===== config.mk =====
export PLATFORM = sky130hd
export DESIGN_NAME = hash_batch_route_node
export DESIGN_NICKNAME = d
export VERILOG_FILES = /design/src/rtl/hash_batch_route_node.sv
export SDC_FILE = /design/constraint.sdc
export NUM_CORES = 1
export LEC_CHECK = 0
export CORE_MARGIN = 10
export CORE_UTILIZATION = 55
export CTS_CLUSTER_SIZE = 25
export DETAILED_ROUTE_END_ITERATION = 7
export DONT_BUFFER_PORTS = 1
export GPL_TIMING_DRIVEN = 0
export HOLD_SLACK_MARGIN = 0.02
export PLACE_DENSITY = 0.73
export SYNTH_ARGS = -nofsm -noshare
export SYNTH_HDL_FRONTEND = slang
export SYNTH_SLANG_ARGS = --single-unit
export TNS_END_PERCENT = 100

===== constraint.sdc =====
create_clock -name clk -period 5.7 [get_ports clk]
set_input_delay 0 -clock clk [delete_from_list [all_inputs] [get_ports clk]]
set_output_delay 0 -clock clk [all_outputs]
set_load 0.005 [all_outputs]

===== src/rtl/hash_batch_route_node.sv =====
// Hash batch routing node: delivers each beat to its local PE port or forwards it to the next node.
// Optional macro HASH_BATCH_BCAST_EN enables broadcast beats (all local ports plus next).
`ifndef ADDR_WIDTH
`define ADDR_WIDTH 32
`endif
`ifndef JOB_LEN_LOG2
`define JOB_LEN_LOG2 4
`endif
`ifndef NUM_JOB_PE_LOG2
`define NUM_JOB_PE_LOG2 2
`endif

module hash_batch_route_node #(
   parameter int NUM_LOCAL  = 2,
   parameter int IDX_BASE   = 0,
   parameter int PE_IDX_LSB = `JOB_LEN_LOG2,
   parameter int PE_IDX_W   = `NUM_JOB_PE_LOG2,
   parameter int PAYLOAD_W  = 64,
   parameter int NEXT_DEPTH = 2,
   localparam int LEVEL_W   = (NEXT_DEPTH < 1) ? 1 : $clog2(NEXT_DEPTH + 1)
) (
   input  logic                   clk,
   input  logic                   rst,
   input  logic                   i_valid,
   output logic                   i_ready,
   input  logic [`ADDR_WIDTH-1:0] i_head_addr,
   input  logic [PAYLOAD_W-1:0]   i_payload,
   input  logic                   i_bcast,
   output logic [NUM_LOCAL-1:0]   o_local_valid,
   input  logic [NUM_LOCAL-1:0]   o_local_ready,
   output logic [`ADDR_WIDTH-1:0] o_local_head_addr,
   output logic [PAYLOAD_W-1:0]   o_local_payload,
   output logic                   o_local_bcast,
   output logic                   o_next_valid,
   input  logic                   o_next_ready,
   output logic [`ADDR_WIDTH-1:0] o_next_head_addr,
   output logic [PAYLOAD_W-1:0]   o_next_payload,
   output logic                   o_next_bcast,
   output logic [LEVEL_W-1:0]     o_next_level
);
`ifdef HASH_BATCH_BCAST_EN
   localparam logic BCAST_EN = 1'b1;
`else
   localparam logic BCAST_EN = 1'b0;
`endif
   // Destination index NUM_LOCAL is the downstream (next) side.
   localparam int ND = NUM_LOCAL + 1;
   localparam logic [31:0] BASE  = 32'(IDX_BASE);
   localparam logic [31:0] LIMIT = 32'(IDX_BASE + NUM_LOCAL);

   logic                bcast;
   logic [PE_IDX_W-1:0] pe;
   logic [31:0]         pe_w;
   logic [31:0]         local_sel;
   logic                is_local;
   logic [ND-1:0]       dest;
   logic [ND-1:0]       done;
   logic [ND-1:0]       valid;
   logic [ND-1:0]       ready;
   logic [ND-1:0]       accept;
   logic                next_valid;
   logic                next_ready;

   assign bcast     = BCAST_EN & i_bcast;
   assign pe        = i_head_addr[PE_IDX_LSB +: PE_IDX_W];
   assign pe_w      = 32'(pe);
   assign local_sel = pe_w - BASE;
   assign is_local  = (pe_w >= BASE) && (pe_w < LIMIT);

   always_comb begin
      dest = '0;
      for (int i = 0; i < NUM_LOCAL; i++)
         dest[i] = bcast | (is_local & (local_sel == 32'(i)));
      dest[NUM_LOCAL] = bcast | ~is_local;
   end

   assign ready         = {next_ready, o_local_ready};
   assign valid         = {ND{i_valid & ~rst}} & dest & ~done;
   assign accept        = valid & ready;
   assign i_ready       = ~rst & (&(~dest | done | accept));
   assign o_local_valid = valid[NUM_LOCAL-1:0];
   assign next_valid    = valid[NUM_LOCAL];

   assign o_local_head_addr = i_head_addr;
   assign o_local_payload   = i_payload;
   assign o_local_bcast     = bcast;

`ifdef HASH_BATCH_BCAST_EN
   // Remembers which destinations already took a partially delivered broadcast beat.
   always_ff @(posedge clk) begin
      if (rst)
         done <= '0;
      else if (i_valid & i_ready)
         done <= '0;
      else
         done <= done | accept;
   end
`else
   // A single-destination beat completes in the cycle it is accepted.
   assign done = '0;
`endif

   generate
      if (NEXT_DEPTH == 0) begin : g_direct
         assign next_ready       = o_next_ready;
         assign o_next_valid     = next_valid;
         assign o_next_head_addr = i_head_addr;
         assign o_next_payload   = i_payload;
         assign o_next_bcast     = bcast;
         assign o_next_level     = '0;
      end else begin : g_fifo
         localparam int PTR_W = (NEXT_DEPTH > 1) ? $clog2(NEXT_DEPTH) : 1;
         localparam logic [PTR_W-1:0]   LAST = PTR_W'(NEXT_DEPTH - 1);
         localparam logic [LEVEL_W-1:0] FULL = LEVEL_W'(NEXT_DEPTH);

         logic [`ADDR_WIDTH-1:0] head_mem    [NEXT_DEPTH];
         logic [PAYLOAD_W-1:0]   payload_mem [NEXT_DEPTH];
         logic                   bcast_mem   [NEXT_DEPTH];
         logic [PTR_W-1:0]       wr_ptr;
         logic [PTR_W-1:0]       rd_ptr;
         logic [LEVEL_W-1:0]     count;
         logic                   push;
         logic                   pop;

         // No full bypass: a full buffer refuses a push even while it is being popped.
         assign next_ready       = (count < FULL);
         assign push             = next_valid & next_ready;
         assign o_next_valid     = ~rst & (count != '0);
         assign pop              = o_next_valid & o_next_ready;
         assign o_next_level     = rst ? '0 : count;
         assign o_next_head_addr = head_mem[rd_ptr];
         assign o_next_payload   = payload_mem[rd_ptr];
         assign o_next_bcast     = BCAST_EN & bcast_mem[rd_ptr];

         always_ff @(posedge clk) begin
            if (rst) begin
               wr_ptr <= '0;
               rd_ptr <= '0;
               count  <= '0;
            end else begin
               if (push)
                  wr_ptr <= (wr_ptr == LAST) ? '0 : wr_ptr + 1'b1;
               if (pop)
                  rd_ptr <= (rd_ptr == LAST) ? '0 : rd_ptr + 1'b1;
               if (push & ~pop)
                  count <= count + 1'b1;
               else if (pop & ~push)
                  count <= count - 1'b1;
            end
         end

         // Storage is data only and is deliberately left out of reset.
         always_ff @(posedge clk) begin
            if (push) begin
               head_mem[wr_ptr]    <= i_head_addr;
               payload_mem[wr_ptr] <= i_payload;
               bcast_mem[wr_ptr]   <= bcast;
            end
         end
      end
   endgenerate

endmodule


==> results.sh <==
export IMPL_yosysWarnings=0
export IMPL_rsz0062_at_grt="false"
export IMPL_syn_mean_instance_area_um2=18.9
export IMPL_clock_sinks=197
export IMPL_layout_commonest_cell="edfxtp_1"
export IMPL_reg2reg_depth=4
export IMPL_max_freq_mhz=479
export IMPL_clock_skew_ps=7.65
export IMPL_cp_slowest_cell="nor2b_4"
export IMPL_avgViaCountPerCell=5.23
export IMPL_place_area_mm2=0.00850
export IMPL_criticalPathCategory="reg -> reg"
export IMPL_fin_crit_sh_pct=36.6
export IMPL_dieHeight_um=142
export IMPL_crit_path_start_kind="flip-flop"
export IMPL_grt_pass1_wl_mm=26.5
export IMPL_r2r_end="g_fifo.payload_mem[0][22]"
export IMPL_r2r_start="g_fifo.count[1]"
export IMPL_powerDensity_mw_per_mm2=312
export IMPL_synth_seq_cells=197
export IMPL_yosysSeqAreaShare_pct=71.9
export IMPL_synth_cell_types=26
export IMPL_clk_latency_ps=410
export IMPL_antenna_left=0
export IMPL_cts_buffers=17
export IMPL_coreArea_mm2=0.0145
export IMPL_grt_max_degree=51
export IMPL_crit_fanout=30
export IMPL_power_leakage_nw=3.61
export IMPL_end_kind="flip-flop"
export IMPL_fin_area_mm2=0.0100
export IMPL_antenna_found_initial=0
export IMPL_dp_hpwl_mm=12.4
export IMPL_first_pass_iters=4
export IMPL_hold_path_end="g_fifo.wr_ptr"
export IMPL_gr_total_overflow=0
export IMPL_tns_ps=0
export IMPL_hold_viol=0
export IMPL_grt_usage_pct=17.2
export IMPL_hp_start="i_valid"
export IMPL_holdWs_ps=41.7
export IMPL_hold_path_depth=3
export IMPL_crit_required_ps=5810
export IMPL_syn_cell_area_mm2=0.00816
export IMPL_drive_gt1_share_pct=42.8
export IMPL_drt_wl_total_mm=17.7
export IMPL_synthCells=431
export IMPL_cts_htree_levels=4
export IMPL_rows=44
export IMPL_postLayoutCoreUtil_pct=68.9
export IMPL_layout_common_cells="edfxtp_1, buf_4, dlygate4sd3_1, mux2_2, mux2_4"
export IMPL_reg2reg_slack_ps=3610
export IMPL_initial_core_util_pct=56.2
export IMPL_cts_tree="done"
export IMPL_place_congestion=0.706
export IMPL_maxCapViolCount=0
export IMPL_max_stage_delay_ps=570
export IMPL_diodes=0
export IMPL_post_place_ws_ps=3590
export IMPL_min_period_ps=2090
export IMPL_io_pins=303
export IMPL_path_cells="and4bb_1 -> nor2b_4 -> buf_16 -> buf_12"
export IMPL_relSlewSlack_pct=54.6
export IMPL_num_vias=3914
export IMPL_outcome="completed"
export IMPL_clk_path_buf_depth=2
export IMPL_fin_nets=657
export IMPL_max_vdd_ir_drop_mv=0.221
export IMPL_cts_resized=0
export IMPL_path_delay_family="simple AND/OR/NAND/NOR gates"
export IMPL_cts_root_buffer="clkbuf_16"
export IMPL_area_growth_pct=22.6
export IMPL_dieArea_mm2=0.0201
export IMPL_path_buf_inv=2
export IMPL_hold_path_class="in -> reg"
export IMPL_drc=0
export IMPL_setup_viol_count_final=0
export IMPL_die_x_um=142
export IMPL_port_buffers=0
export IMPL_drt_iter0_markers=172
export IMPL_setup_ws_ps=3610
export IMPL_clkTransAtPathRegs_ps=70
export IMPL_wl_per_cell_um=23.7
export IMPL_arrival_ps=2200
export IMPL_tightest_slew_ps=680
export IMPL_grt_pass1_vias=4440
export IMPL_finalMaxSlewViolations=0
-- routing by layer --
layer / vias to the layer above / track usage (%) / share of wire [%]
li1: 1759 / - / -
met1: 1948 / 17.6 / 34
met2: 192 / 30.5 / 54
met3: 15 / 7.78 / 11
met4: 0 / 5.33 / 1.2
met5: - / 0 / 0
-- how the worst max path moves through the flow --
stage / from / to / slack [ps] / cells after the start
final: g_fifo.count[1] / g_fifo.payload_mem[0][22] / 3610 / 4
after global routing: g_fifo.count[1] / g_fifo.payload_mem[0][22] / 3510 / 4
after CTS: g_fifo.count[1] / g_fifo.payload_mem[0][22] / 3590 / 4
after detailed placement: g_fifo.count[1] / g_fifo.payload_mem[0][60] / 3590 / 4
after global placement: g_fifo.count[1] / g_fifo.payload_mem[0][60] / -1860 / 2
after floorplan: g_fifo.count[1] / g_fifo.head_mem[0][0] / 270 / 2
-- cell families (layout without fill, tap and decap cells) --
family	Yosys count	count (layout)	share of synthesized area, %
adder cells (fa/ha/maj)	1	1	0.153
multiplexers	96	96	15.1
flip-flops	197	197	71.9
other	1	2	0.0459
AND/OR/NAND/NOR	17	17	1.27
AO/OA/AOI/OAI	5	5	0.399
XOR/XNOR	4	4	0.429
buffers and inverters	110	243	10.8
-- flip-flops by register name, indices dropped and copies added (netlist names), named ones only --
register	flops
g_fifo.payload_mem	128
g_fifo.head_mem	64
g_fifo.count	2
g_fifo.rd_ptr	1
g_fifo.wr_ptr	1
-- worst reg2reg max path: stages, from the launching register on --
cell	delay (ps)
dfxtp_1	350
and4bb_1	370
nor2b_4	570
buf_16	260
buf_12	220
-- cell usage after synthesis, drive strengths merged --
master / count / area, µm²
ha: 1 / 12.5
nor4b: 1 / 8.76
dfxtp: 5 / 100
xor2: 3 / 26.3
a21o: 1 / 7.51
or2: 1 / 6.26
edfxtp: 192 / 5770
and4bb: 1 / 12.5
conb: 1 / 3.75
nor2: 4 / 15.0
mux2: 96 / 1230
nand3b: 1 / 7.51
and2: 1 / 6.26
nor4bb: 1 / 10.0
buf: 110 / 878
or4: 1 / 7.51
o21ai: 2 / 10.0
a211oi: 2 / 15.0
xnor2: 1 / 8.76
nand2: 3 / 11.3
nor2b: 3 / 18.8
-- final cells by class --
| class | count | area (µm²) |
|---|---|---|
| buffer | 110 | 878 |
| clock buffer | 17 | 425 |
| clock inverter | 14 | 103 |
| fill | 880 | 4520 |
| multi-input combinational | 125 | 1430 |
| sequential | 197 | 5870 |
| tap | 184 | 230 |
| timing repair buffer | 102 | 1080 |
-- metrics by stage --
step	std cells	power, W
after CTS	749	0.00316
after detailed placement	620	0.00203
after global placement	616	0.00202
final	749	0.00312
after floorplan	432	0.00196
after global routing	749	0.00324
-- report_power, final --
part | internal, W | switching (W)
clock | 0.000561 | 0.000507
combinational | 0.000233 | 0.000181
sequential | 0.00163 | 0.0000112
-- repair_timing --
item                                   CTS  global route
hold buffers                            98             0
endpoints found under the hold margin  197             0
buffers inserted                         0             0
Power figures use the tool's default switching activity.
